## src/rtl/matrix_pkg.sv

```systemverilog
// Shared types and defaults for the matrix load scheduler.
// Optional feature macro: SCHED_TIMEOUT_EN (adds the ABORT state).
package matrix_pkg;

    localparam int unsigned DIM_DEF   = 4;
    localparam int unsigned WIDTH_DEF = 77;

    // Scheduler states; ABORT only exists when the stall timeout is built in.
    typedef enum logic [2:0] {
        IDLE,
        LOAD,
        COLEN,
        COMPUTE,
        DONE
`ifdef SCHED_TIMEOUT_EN
        , ABORT
`endif
    } sched_state_e;

endpackage

```

## src/rtl/matrix_load_sched_if.sv

```systemverilog
// Requester and array-side signals of the matrix load scheduler.
interface matrix_load_sched_if
    import matrix_pkg::*;
#(
    parameter int unsigned NREQ  = 2,
    parameter int unsigned WIDTH = WIDTH_DEF,
    parameter int unsigned DIM   = DIM_DEF
);
    logic [NREQ-1:0]       req_v_i;
    logic [NREQ*WIDTH-1:0] req_data_i;
    logic [NREQ-1:0]       req_r_o;
    logic [NREQ-1:0]       grant_o;
    logic [WIDTH-1:0]      row_data_o;
    logic                  row_v_o;
    logic [DIM-1:0]        col_en_o;
    logic                  busy_o;
    logic [NREQ-1:0]       done_o;
    logic                  err_o;

    modport master (
        output req_v_i, req_data_i,
        input  req_r_o, grant_o, row_data_o, row_v_o, col_en_o, busy_o, done_o, err_o
    );

    modport slave (
        input  req_v_i, req_data_i,
        output req_r_o, grant_o, row_data_o, row_v_o, col_en_o, busy_o, done_o, err_o
    );
endinterface

```

## src/rtl/rr_arbiter.sv

```systemverilog
// Combinational round-robin pick: first requester at or after ptr wins.
module rr_arbiter #(
    parameter int unsigned NREQ = 2,
    parameter int unsigned PW   = 1
) (
    input  logic [NREQ-1:0] req,
    input  logic [PW-1:0]   ptr,
    output logic [NREQ-1:0] gnt
);
    logic [PW-1:0] idx;
    logic          found;

    // Scan from ptr upward with wrap, grant the first set request.
    always_comb begin
        gnt   = '0;
        idx   = '0;
        found = 1'b0;
        for (int unsigned i = 0; i < NREQ; i++) begin
            idx = PW'((32'(ptr) + i) % NREQ);
            if (!found && req[idx]) begin
                gnt[idx] = 1'b1;
                found    = 1'b1;
            end
        end
    end
endmodule

```

## src/rtl/matrix_load_sched.sv

```systemverilog
// Matrix load scheduler: arbitrates requesters, streams DIM*DIM row words
// into the array, pulses column enables, waits out compute, signals done.
// Optional feature macro: SCHED_TIMEOUT_EN (stall timeout with ABORT state).
module matrix_load_sched
    import matrix_pkg::*;
#(
    parameter int unsigned DIM         = DIM_DEF,
    parameter int unsigned WIDTH       = WIDTH_DEF,
    parameter int unsigned NREQ        = 2,
    parameter int unsigned COMPUTE_CYC = 8,
    parameter int unsigned TIMEOUT     = 64
) (
    input  logic                clk_i,
    input  logic                rst_ni,
    matrix_load_sched_if.slave  bus
);
    localparam int unsigned CW = $clog2(DIM + 1);
    localparam int unsigned YW = $clog2(COMPUTE_CYC + 1);
    localparam int unsigned PW = (NREQ > 1) ? $clog2(NREQ) : 1;

    if (NREQ < 2 || COMPUTE_CYC < 1 || TIMEOUT < 1) begin : g_bad_param
        $error("matrix_load_sched: illegal parameter set");
    end

    sched_state_e    state;
    logic [CW-1:0]   word_cnt;
    logic [CW-1:0]   col_cnt;
    logic [YW-1:0]   cyc_cnt;
    logic [NREQ-1:0] grant_q;
    logic [PW-1:0]   grant_idx;
    logic [PW-1:0]   rr_ptr;
    logic [PW-1:0]   rr_next;
    logic [NREQ-1:0] arb_gnt;
    logic [PW-1:0]   arb_idx;
    logic [DIM-1:0]  col_en_q;
    logic [NREQ-1:0] done_q;
    logic            busy_q;
    logic            load_rdy;
    logic            hs;

    rr_arbiter #(.NREQ(NREQ), .PW(PW)) u_arb (
        .req (bus.req_v_i),
        .ptr (rr_ptr),
        .gnt (arb_gnt)
    );

    // One-hot arbiter grant to an index for data muxing.
    always_comb begin
        arb_idx = '0;
        for (int unsigned i = 0; i < NREQ; i++) begin
            if (arb_gnt[i]) arb_idx = PW'(i);
        end
    end

    // Next round-robin start: the requester after the current owner.
    always_comb begin
        rr_next = grant_idx + PW'(1);
        if (32'(grant_idx) == NREQ - 1) rr_next = '0;
    end

    // Owner word accepted this cycle; drives the array with zero latency.
    always_comb begin
        load_rdy = (state == LOAD) && (word_cnt < CW'(DIM));
        hs       = load_rdy && bus.req_v_i[grant_idx];
    end

    assign bus.req_r_o    = load_rdy ? grant_q : '0;
    assign bus.row_v_o    = hs;
    assign bus.row_data_o = hs ? bus.req_data_i[32'(grant_idx) * WIDTH +: WIDTH] : '0;
    assign bus.grant_o    = grant_q;
    assign bus.col_en_o   = col_en_q;
    assign bus.busy_o     = busy_q;
    assign bus.done_o     = done_q;

`ifdef SCHED_TIMEOUT_EN
    localparam int unsigned SW = $clog2(TIMEOUT + 1);
    logic [SW-1:0] stall_cnt;
    logic          err_q;
    assign bus.err_o = err_q;
`else
    assign bus.err_o = 1'b0;
`endif

    // Scheduler FSM with its counters and registered status outputs.
    always_ff @(posedge clk_i or negedge rst_ni) begin
        if (!rst_ni) begin
            state     <= IDLE;
            word_cnt  <= '0;
            col_cnt   <= '0;
            cyc_cnt   <= '0;
            grant_q   <= '0;
            grant_idx <= '0;
            rr_ptr    <= '0;
            col_en_q  <= '0;
            done_q    <= '0;
            busy_q    <= 1'b0;
`ifdef SCHED_TIMEOUT_EN
            stall_cnt <= '0;
            err_q     <= 1'b0;
`endif
        end else begin
            case (state)
                IDLE: begin
                    if (|bus.req_v_i) begin
                        state     <= LOAD;
                        grant_q   <= arb_gnt;
                        grant_idx <= arb_idx;
                        busy_q    <= 1'b1;
                    end
                end
                LOAD: begin
                    if (hs) begin
                        word_cnt <= word_cnt + CW'(1);
                        if (word_cnt == CW'(DIM - 1)) begin
                            state    <= COLEN;
                            col_en_q <= DIM'(1) << col_cnt;
                        end
`ifdef SCHED_TIMEOUT_EN
                        stall_cnt <= '0;
                    end else if (stall_cnt == SW'(TIMEOUT - 1)) begin
                        state     <= ABORT;
                        err_q     <= 1'b1;
                        stall_cnt <= '0;
                        word_cnt  <= '0;
                        col_cnt   <= '0;
                    end else begin
                        stall_cnt <= stall_cnt + SW'(1);
`endif
                    end
                end
                COLEN: begin
                    col_en_q <= '0;
                    col_cnt  <= col_cnt + CW'(1);
                    word_cnt <= '0;
                    state    <= (col_cnt == CW'(DIM - 1)) ? COMPUTE : LOAD;
                end
                COMPUTE: begin
                    if (cyc_cnt == YW'(COMPUTE_CYC - 1)) begin
                        state   <= DONE;
                        cyc_cnt <= '0;
                        col_cnt <= '0;
                        done_q  <= grant_q;
                    end else begin
                        cyc_cnt <= cyc_cnt + YW'(1);
                    end
                end
                DONE: begin
                    done_q    <= '0;
                    grant_q   <= '0;
                    grant_idx <= '0;
                    rr_ptr    <= rr_next;
                    busy_q    <= 1'b0;
                    state     <= IDLE;
                end
`ifdef SCHED_TIMEOUT_EN
                ABORT: begin
                    err_q     <= 1'b0;
                    grant_q   <= '0;
                    grant_idx <= '0;
                    rr_ptr    <= rr_next;
                    busy_q    <= 1'b0;
                    state     <= IDLE;
                end
`endif
                default: state <= IDLE;
            endcase
        end
    end
endmodule

```

## src/flat_wrapper.sv

```systemverilog
// flat-port wrapper written by rule: the top's interface ports become plain ports
module matrix_load_sched_flat import matrix_pkg::*;
#(
    parameter int unsigned DIM         = DIM_DEF,
    parameter int unsigned WIDTH       = WIDTH_DEF,
    parameter int unsigned NREQ        = 2,
    parameter int unsigned COMPUTE_CYC = 8,
    parameter int unsigned TIMEOUT     = 64
)
  (clk_i, rst_ni, bus_req_v_i, bus_req_data_i, bus_req_r_o, bus_grant_o, bus_row_data_o, bus_row_v_o, bus_col_en_o, bus_busy_o, bus_done_o, bus_err_o);
  matrix_load_sched_if #(.NREQ(NREQ), .WIDTH(WIDTH), .DIM(DIM)) bus_i ();
  input  logic clk_i;
  input  logic rst_ni;
  input wire logic [$bits(bus_i.req_v_i)-1:0] bus_req_v_i;
  input wire logic [$bits(bus_i.req_data_i)-1:0] bus_req_data_i;
  output wire logic [$bits(bus_i.req_r_o)-1:0] bus_req_r_o;
  output wire logic [$bits(bus_i.grant_o)-1:0] bus_grant_o;
  output wire logic [$bits(bus_i.row_data_o)-1:0] bus_row_data_o;
  output wire logic [$bits(bus_i.row_v_o)-1:0] bus_row_v_o;
  output wire logic [$bits(bus_i.col_en_o)-1:0] bus_col_en_o;
  output wire logic [$bits(bus_i.busy_o)-1:0] bus_busy_o;
  output wire logic [$bits(bus_i.done_o)-1:0] bus_done_o;
  output wire logic [$bits(bus_i.err_o)-1:0] bus_err_o;
  assign bus_i.req_v_i = bus_req_v_i;
  assign bus_i.req_data_i = bus_req_data_i;
  assign bus_req_r_o = bus_i.req_r_o;
  assign bus_grant_o = bus_i.grant_o;
  assign bus_row_data_o = bus_i.row_data_o;
  assign bus_row_v_o = bus_i.row_v_o;
  assign bus_col_en_o = bus_i.col_en_o;
  assign bus_busy_o = bus_i.busy_o;
  assign bus_done_o = bus_i.done_o;
  assign bus_err_o = bus_i.err_o;
  matrix_load_sched #(.DIM(DIM), .WIDTH(WIDTH), .NREQ(NREQ), .COMPUTE_CYC(COMPUTE_CYC), .TIMEOUT(TIMEOUT)) u_core (.clk_i(clk_i), .rst_ni(rst_ni), .bus(bus_i));
endmodule
```

## config.mk

```make
export PLATFORM = sky130hd
export DESIGN_NAME = matrix_load_sched_flat
export DESIGN_NICKNAME = d
export VERILOG_FILES = /design/src/rtl/matrix_pkg.sv /design/src/rtl/matrix_load_sched_if.sv /design/src/rtl/rr_arbiter.sv /design/src/rtl/matrix_load_sched.sv /design/src/flat_wrapper.sv
export SDC_FILE = /design/constraint.sdc
export NUM_CORES = 1
export LEC_CHECK = 0
export BUFFER_PORTS_ARGS = -buffer_cell sky130_fd_sc_hd__buf_2
export CAP_MARGIN = 20
export CORE_AREA = 2 2 95 97
export CTS_CLUSTER_SIZE = 20
export DETAILED_ROUTE_END_ITERATION = 10
export DIE_AREA = 0 0 97 99
export GPL_TIMING_DRIVEN = 1
export PLACE_DENSITY_LB_ADDON = 0.3
export SYNTH_ARGS = -nofsm -noshare
export SYNTH_HDL_FRONTEND = slang
export SYNTH_SLANG_ARGS = --single-unit
```

## constraint.sdc

```tcl
create_clock -name clk_i -period 1.5 [get_ports clk_i]
set_input_delay 0.075 -clock clk_i [delete_from_list [all_inputs] [get_ports clk_i]]
set_output_delay 0.075 -clock clk_i [all_outputs]
set_load 0.1 [all_outputs]
```

==> run_results.csv, run 1 <==
group,metric,value,unit
floorplan,initial_core_util,0.281,
synthesis,synth_top_area_frac,0.330,
floorplan,pin_count,248,
synthesis,yosysMostFrequentCell,"nor2_1",
drt,dr_wl_met2,5.91,mm
sta,worst_slew_pin_slew,519,ps
setup_path,crit_arrival,1800,ps
sta,hold_viol_final,0,
sta,fin_skew,3.33,ps
drt,drc,0,
floorplan,fp.dieH,99,um
synthesis,ys.flop_type,"dfrtp_1",
power,ir_worst_vdd,233,uV
setup_path,cpLargestDelayFamily,"simple AND/OR/NAND/NOR gates",
worst_hold_path,hold_depth,3,
synthesis,synthArstFlopShare,1.00,
sta,post-route-period-util,1.25,
worst_hold_path,holdCritStartpoint,"bus_req_v_i[1]",
setup_path,critical_path_class,"reg -> out",
cells_and_area,fin_nets,715,
power,p_switching,0.613,mW
clock_network,cts.clk_slew.worst_paths,80,ps
cells_and_area,layout-drive-gt1-share,0.673,
clock_network,cts_max_level,1,
sta,slew_violations,0,
global_routing,grt_pass1_wl,16.1,mm
clock_network,numCtsBuffers,3,
setup_path,r2r_cells,6,
cells_and_area,multiInputGateArea,2060,um^2
drt,wire_per_inst,16.2,um
flow_run,cap_violations,0,
sta,tns,-25930,ps
sta,timing.fmax,532,MHz
cells_and_area,instances_no_fill,656,
setup_path,crit_chain,"nor4b_4 -> nand2_4 -> buf_12 -> nor2_2 -> buf_12",
setup_path,reg2reg_from,"u_core.grant_idx$_DFFE_PN0P_",
drt,vias,3030,
clock_network,clk_latency,260,ps
global_routing,gr-usage-all-layers,0.206,
floorplan,dieArea,9600,um^2
power,p_leak,2.59,nW
synthesis,synth_edf_count,0,
synthesis,synth_area_leader_cell,"mux2i_1",
clock_network,cts.sinks,23,
cells_and_area,register_area,581,um^2
floorplan,die_x,97,um
setup_path,required,1420,ps
synthesis,postSynthAreaPerCell,8.19,um^2
synthesis,synth_nets,459,
setup_path,rr_endpoint,"u_core.word_cnt[1]$_DFFE_PN0P_",
clock_network,cts_root_buffer,"clkbuf_8",
setup_path,crit_top_cell,"buf_12",
placed_design,dp.cells,650,
synthesis,yosys_warnings,0,
drt,drtAntennaViolNets,0,
worst_hold_path,hold_end,"u_core.grant_idx$_DFFE_PN0P_",
clock_network,clockBufferDepth,2,
floorplan,rows,34,
drt,m1WireLength,3.99,mm
setup_path,startpoint_type,"register",
power,pwr-share-comb,0.443,
synthesis,yosysSeqAreaShare,0.240,
global_routing,globalRouteOverflowTotal,0,
synthesis,synth_seq_cells,23,
floorplan,core,8550,um^2
cells_and_area,final_cell_area,5580,um^2
power,power.switching_fraction,0.337,
sta,setup_violations,81,
power,clockPowerShare,0.212,
drt,viasPerCell,4.62,
sta,slew_headroom,0.654,
global_routing,grt_antenna_before_repair,0,
drt,highest_layer,"met4",
drt,met3_length,637,um
setup_path,worstSetupEndpointType,"output port",
placed_design,dpl-instance-area,5210,um^2
status,status,"finished with violations",
worst_hold_path,hp-class,"in -> reg",
setup_path,critPathSlowestCell,"dfrtp_1",
power,p_per_area,326,nW/um^2
setup_path,cp_slowest_stage_delay,420,ps
placed_design,gp_congestion,0.907,
synthesis,syn_inst,293,
setup_path,reg2reg_slack,-60,ps
global_routing,first_global_vias,3159,
global_routing,grt_max_degree,34,
sta,fin_ws,-378,ps
synthesis,ys_top_cells_by_area,"mux2i_1 (33%), dfrtp_1 (24%), nor2_1 (13%)",
cells_and_area,area_delta_synth_final,133,%
sta,layout_min_cycle_time,1880,ps
placed_design,port_buffers,246,
status,violations,"setup timing",
placed_design,dp_hpwl,9.03,mm
synthesis,synthTopCellsByCount,"nor2_1 (81), mux2i_1 (79), dfrtp_1 (23)",
drt,drt_iter0_drc,137,
drt,first_pass_iters,4,
sta,rsz0062_at_grt,"yes",
setup_path,critical_path_buf_inv_count,2,
clock_network,cts_tree,"yes",
synthesis,syn_area,2400,um^2
drt,wl,10.6,mm
setup_path,path_max_fanout,33,
cells_and_area,n_antenna_cell,0,
synthesis,yosys.cell_types.count,38,
cells_and_area,fillCellCount,676,
power,power_frac_seq,0.346,
power,p_int,1.21,mW
==> layer usage <==
metal,up-vias,GRT usage
li1,1513,-
met2,128,0.397
met3,8,0.0326
met5,-,0
met1,1381,0.247
met4,0,0.0282
==> final cells by class <==
| class | instances | share of cell area |
|---|---|---|
| multi-input combinational | 241 | 0.369 |
| timing repair buffer | 273 | 0.490 |
| inverter | 7 | 0.00471 |
| sequential | 23 | 0.104 |
| tap | 108 | 0.0242 |
| clock buffer | 3 | 0.00740 |
| clock inverter | 1 | 0.000896 |
==> worst max-delay path by stage <==
stage	from	end	slack, ps	cells after the start
6_report	u_core.word_cnt[2]$_DFFE_PN0P_	bus_row_data_o[24]	-380	5
5_1_grt	u_core.word_cnt[2]$_DFFE_PN0P_	bus_row_data_o[36]	-450	5
4_1_cts	u_core.state[2]$_DFFE_PN0P_	bus_row_data_o[20]	-390	5
3_5_place_dp	u_core.word_cnt[2]$_DFFE_PN0P_	bus_row_data_o[20]	-130	5
3_3_place_gp	u_core.word_cnt[2]$_DFFE_PN0P_	bus_row_data_o[52]	-80	5
2_1_floorplan	u_core.word_cnt[2]$_DFFE_PN0P_	bus_row_data_o[16]	-930	4
==> sequential cells by signal (all words and copies together), names as in the netlist <==
signal	flops
u_core.bus.col_en_o	4
u_core.cyc_cnt	4
u_core.col_cnt	3
u_core.state	3
u_core.word_cnt	3
u_core.bus.done_o	2
u_core.bus.busy_o	1
u_core.bus.grant_o	1
u_core.grant_idx	1
u_core.rr_ptr	1
==> power by group through the flow <==
stage	Combinational (mW)	Clock, mW	Sequential (mW)
final	0.806	0.385	0.630
after global routing	0.864	0.423	0.630
after CTS	0.786	0.395	0.630
after detailed placement	0.739	0	0.642
after global placement	0.726	0	0.642
after floorplan	0.365	0	0.649
==> cell usage in the layout (no fill, tap or decap), types with 2 or more instances in the layout <==
cell / instances
nor2_1: 4
nand3_1: 5
inv_1: 5
clkbuf_8: 3
buf_2: 165
buf_12: 87
o22ai_1: 2
dfrtp_1: 21
o21ai_1: 5
and2_4: 2
a21oi_1: 4
ha_1: 7
inv_2: 2
o21ai_0: 8
nor2_2: 43
mux2i_1: 78
buf_6: 2
o31ai_1: 4
nand2_1: 20
nor2_4: 35
buf_4: 18
==> through the flow <==
stage                     hold slack (ps)   util  power [mW]  setup WS (ps)
after floorplan                      -221      -        1.01           -932
after global placement               71.6  0.609        1.37          -77.7
after detailed placement             73.8  0.609        1.38           -128
after CTS                             164  0.640        1.81           -386
after global routing                  171  0.653        1.92           -452
final                                 165  0.653        1.82           -378
==> cells by family after synthesis <==
family,share of synthesized area
buffers and inverters,0.0616
multiplexers,0.336
AO/OA/AOI/OAI,0.0657
XOR/XNOR,0.00365
AND/OR/NAND/NOR,0.250
other,0.00156
adder cells (fa/ha/maj),0.0417
flip-flops,0.240
==> worst min-delay path, stage by stage <==
cell and delay [ps]:
buf_2 130, a21oi_1 120, nor3_1 70
==> timing repair <==
action,CTS,global route
pin swaps,2,3
buffers inserted,1,1
hold endpoints to repair,23,0
resized for setup,74,25
setup endpoints to repair,84,88
hold buffers,1,0
No activity file was read; power rests on OpenSTA's default activity.
==> run 2: changes to the inputs <==
- CTS_BUF_LIST: not set -> sky130_fd_sc_hd__clkbuf_16
==> run 2 against run 1 <==
Sequential power is essentially flat. The flow still finishes with violations (setup timing). Global-route usage rose by 0.11 points. Via count is 2.3% higher. Sequential cell count unchanged. Count of clock-buffer cells in the layout unchanged. Combinational power up 4.5%. Clock power rose by 48%. Sequential share of layout area fell by 0.62 points.
==> run_results.csv, run 2 (synthesized netlist as in run 1, its figures left out) <==
group,metric,value,unit
status,status,"finished with violations",
status,violations,"setup timing",
setup_path,path_max_fanout,16,
flow_run,cap_violations,0,
power,p_per_area,344,nW/um^2
cells_and_area,final_cell_mix,"buf_2 (165), buf_12 (86), mux2i_1 (77), nor2_4 (60), buf_4 (22)",
floorplan,rows,34,
placed_design,gp_congestion,0.907,
sta,rsz0062_at_grt,"yes",
global_routing,grt_max_degree,34,
global_routing,first_global_vias,3180,
setup_path,required,1420,ps
sta,fin_skew,2.27,ps
floorplan,initial_core_util,0.281,
power,ir_worst_vdd,378,uV
worst_hold_path,hp-class,"in -> reg",
drt,vias,3099,
worst_hold_path,holdCritStartpoint,"bus_req_v_i[1]",
floorplan,dieArea,9600,um^2
cells_and_area,area_delta_synth_final,148,%
cells_and_area,mostFrequentLayoutCell,"buf_2",
power,p_leak,2.69,nW
drt,viasPerCell,4.66,
setup_path,crit_arrival,1820,ps
placed_design,place_ws,-128,ps
placed_design,dpl-instance-area,5210,um^2
floorplan,die_x,97,um
clock_network,cts_max_level,1,
setup_path,r2r_cells,6,
global_routing,globalRouteOverflowTotal,0,
setup_path,worstSetupEndpointType,"output port",
drt,wire_per_inst,17.1,um
drt,first_pass_iters,4,
sta,slew_violations,0,
setup_path,critical_path_class,"reg -> out",
drt,drtAntennaViolNets,0,
cells_and_area,n_antenna_cell,0,
sta,worst_slew_pin_slew,479,ps
placed_design,port_buffers,246,
floorplan,fp.dieH,99,um
cells_and_area,layout-drive-gt1-share,0.688,
worst_hold_path,hold_depth,3,
setup_path,startpoint_type,"register",
floorplan,pin_count,248,
floorplan,core,8550,um^2
sta,timing.fmax,527,MHz
placed_design,dp_hpwl,9.03,mm
sta,hold_viol_final,0,
clock_network,cts.sinks,23,
sta,post-route-period-util,1.27,
power,p_total,2.04,mW
setup_path,crit_start,"u_core.word_cnt[2]$_DFFE_PN0P_",
drt,drt_iter0_drc,115,
clock_network,cts_root_buffer,"clkbuf_16",
cells_and_area,final_cell_area,5940,um^2
clock_network,clk_latency,250,ps
drt,wl,11.4,mm
setup_path,reg2reg_from,"u_core.grant_idx$_DFFE_PN0P_",
global_routing,grt_pass1_wl,16.1,mm
sta,slew_headroom,0.672,
sta,fin_ws,-399,ps
clock_network,cts.clk_slew.worst_paths,60,ps
clock_network,numCtsBuffers,3,
cells_and_area,fin_nets,724,
global_routing,gr-usage-all-layers,0.207,
cells_and_area,instances_no_fill,665,
drt,drc,0,
placed_design,dp.cells,650,
sta,setup_violations,86,
clock_network,cts_tree,"yes",
clock_network,clockBufferDepth,2,
global_routing,grt_antenna_before_repair,0,
sta,layout_min_cycle_time,1900,ps
==> run 2: final timing paths <==
path | endpoint | slack (ps)
max | bus_row_data_o[25] | -400
min | u_core.grant_idx$_DFFE_PN0P_ | 180
max reg2reg | u_core.bus.col_en_o[2]$_DFFE_PN0P_ | -140
min reg2reg | u_core.bus.col_en_o[1]$_DFFE_PN0P_ | 490
max in group asynchronous | u_core.grant_idx$_DFFE_PN0P_ | 790
min in group asynchronous | u_core.col_cnt[2]$_DFFE_PN0P_ | 330
==> run 2: stage by stage <==
stage	hold WS (ps)	TNS, ps	utilization
floorplan	-221	-65050	-
global route	192	-32430	0.694
finish	185	-27060	0.694
global placement	71.6	-2040	0.609
detailed placement	73.8	-5800	0.609
CTS	183	-25550	0.644
==> run 2: what timing repair did <==
item | CTS | global route
buffers inserted | 1 | 7
pin swaps | 2 | 7
hold buffers | 1 | 0
gates cloned | 0 | 3
endpoints found under the setup margin | 83 | 88
endpoints found under the hold margin | 23 | 0
resized for setup | 74 | 69
==> run 2: critical path, stage by stage (launching register included) <==
cell and delay [ps]:
dfrtp_1 410, nor4b_4 270, buf_4 180, nand2_8 100, clkbuf_16 230, nor2_2 180, buf_12 190
==> run 2: layer usage <==
metal | vias to the layer above | GRT usage | part of all wire
li1 | 1530 | - | -
met1 | 1422 | 0.244 | 0.37
met2 | 135 | 0.403 | 0.56
met3 | 12 | 0.0305 | 0.058
met4 | 0 | 0.0314 | 0.010
met5 | - | 0 | 0
==> run 2: cell type report <==
class | count | area [um^2]
repair buffers | 282 | 2890
fillers | 626 | 2610
multi-input cells | 241 | 2220
flip-flops and latches | 23 | 581
well taps | 108 | 135
clock buffers | 3 | 75.1
inverters | 7 | 38.8
clock inverters | 1 | 5.00
==> run 2: where the power goes <==
group | total, mW | internal (mW) | switching [mW] | leakage, nW
sequential | 0.631 | 0.626 | 0.00435 | 0.283
combinational | 0.842 | 0.403 | 0.439 | 2.37
clock | 0.570 | 0.358 | 0.212 | 0.0409
total | 2.04 | 1.39 | 0.655 | 2.69
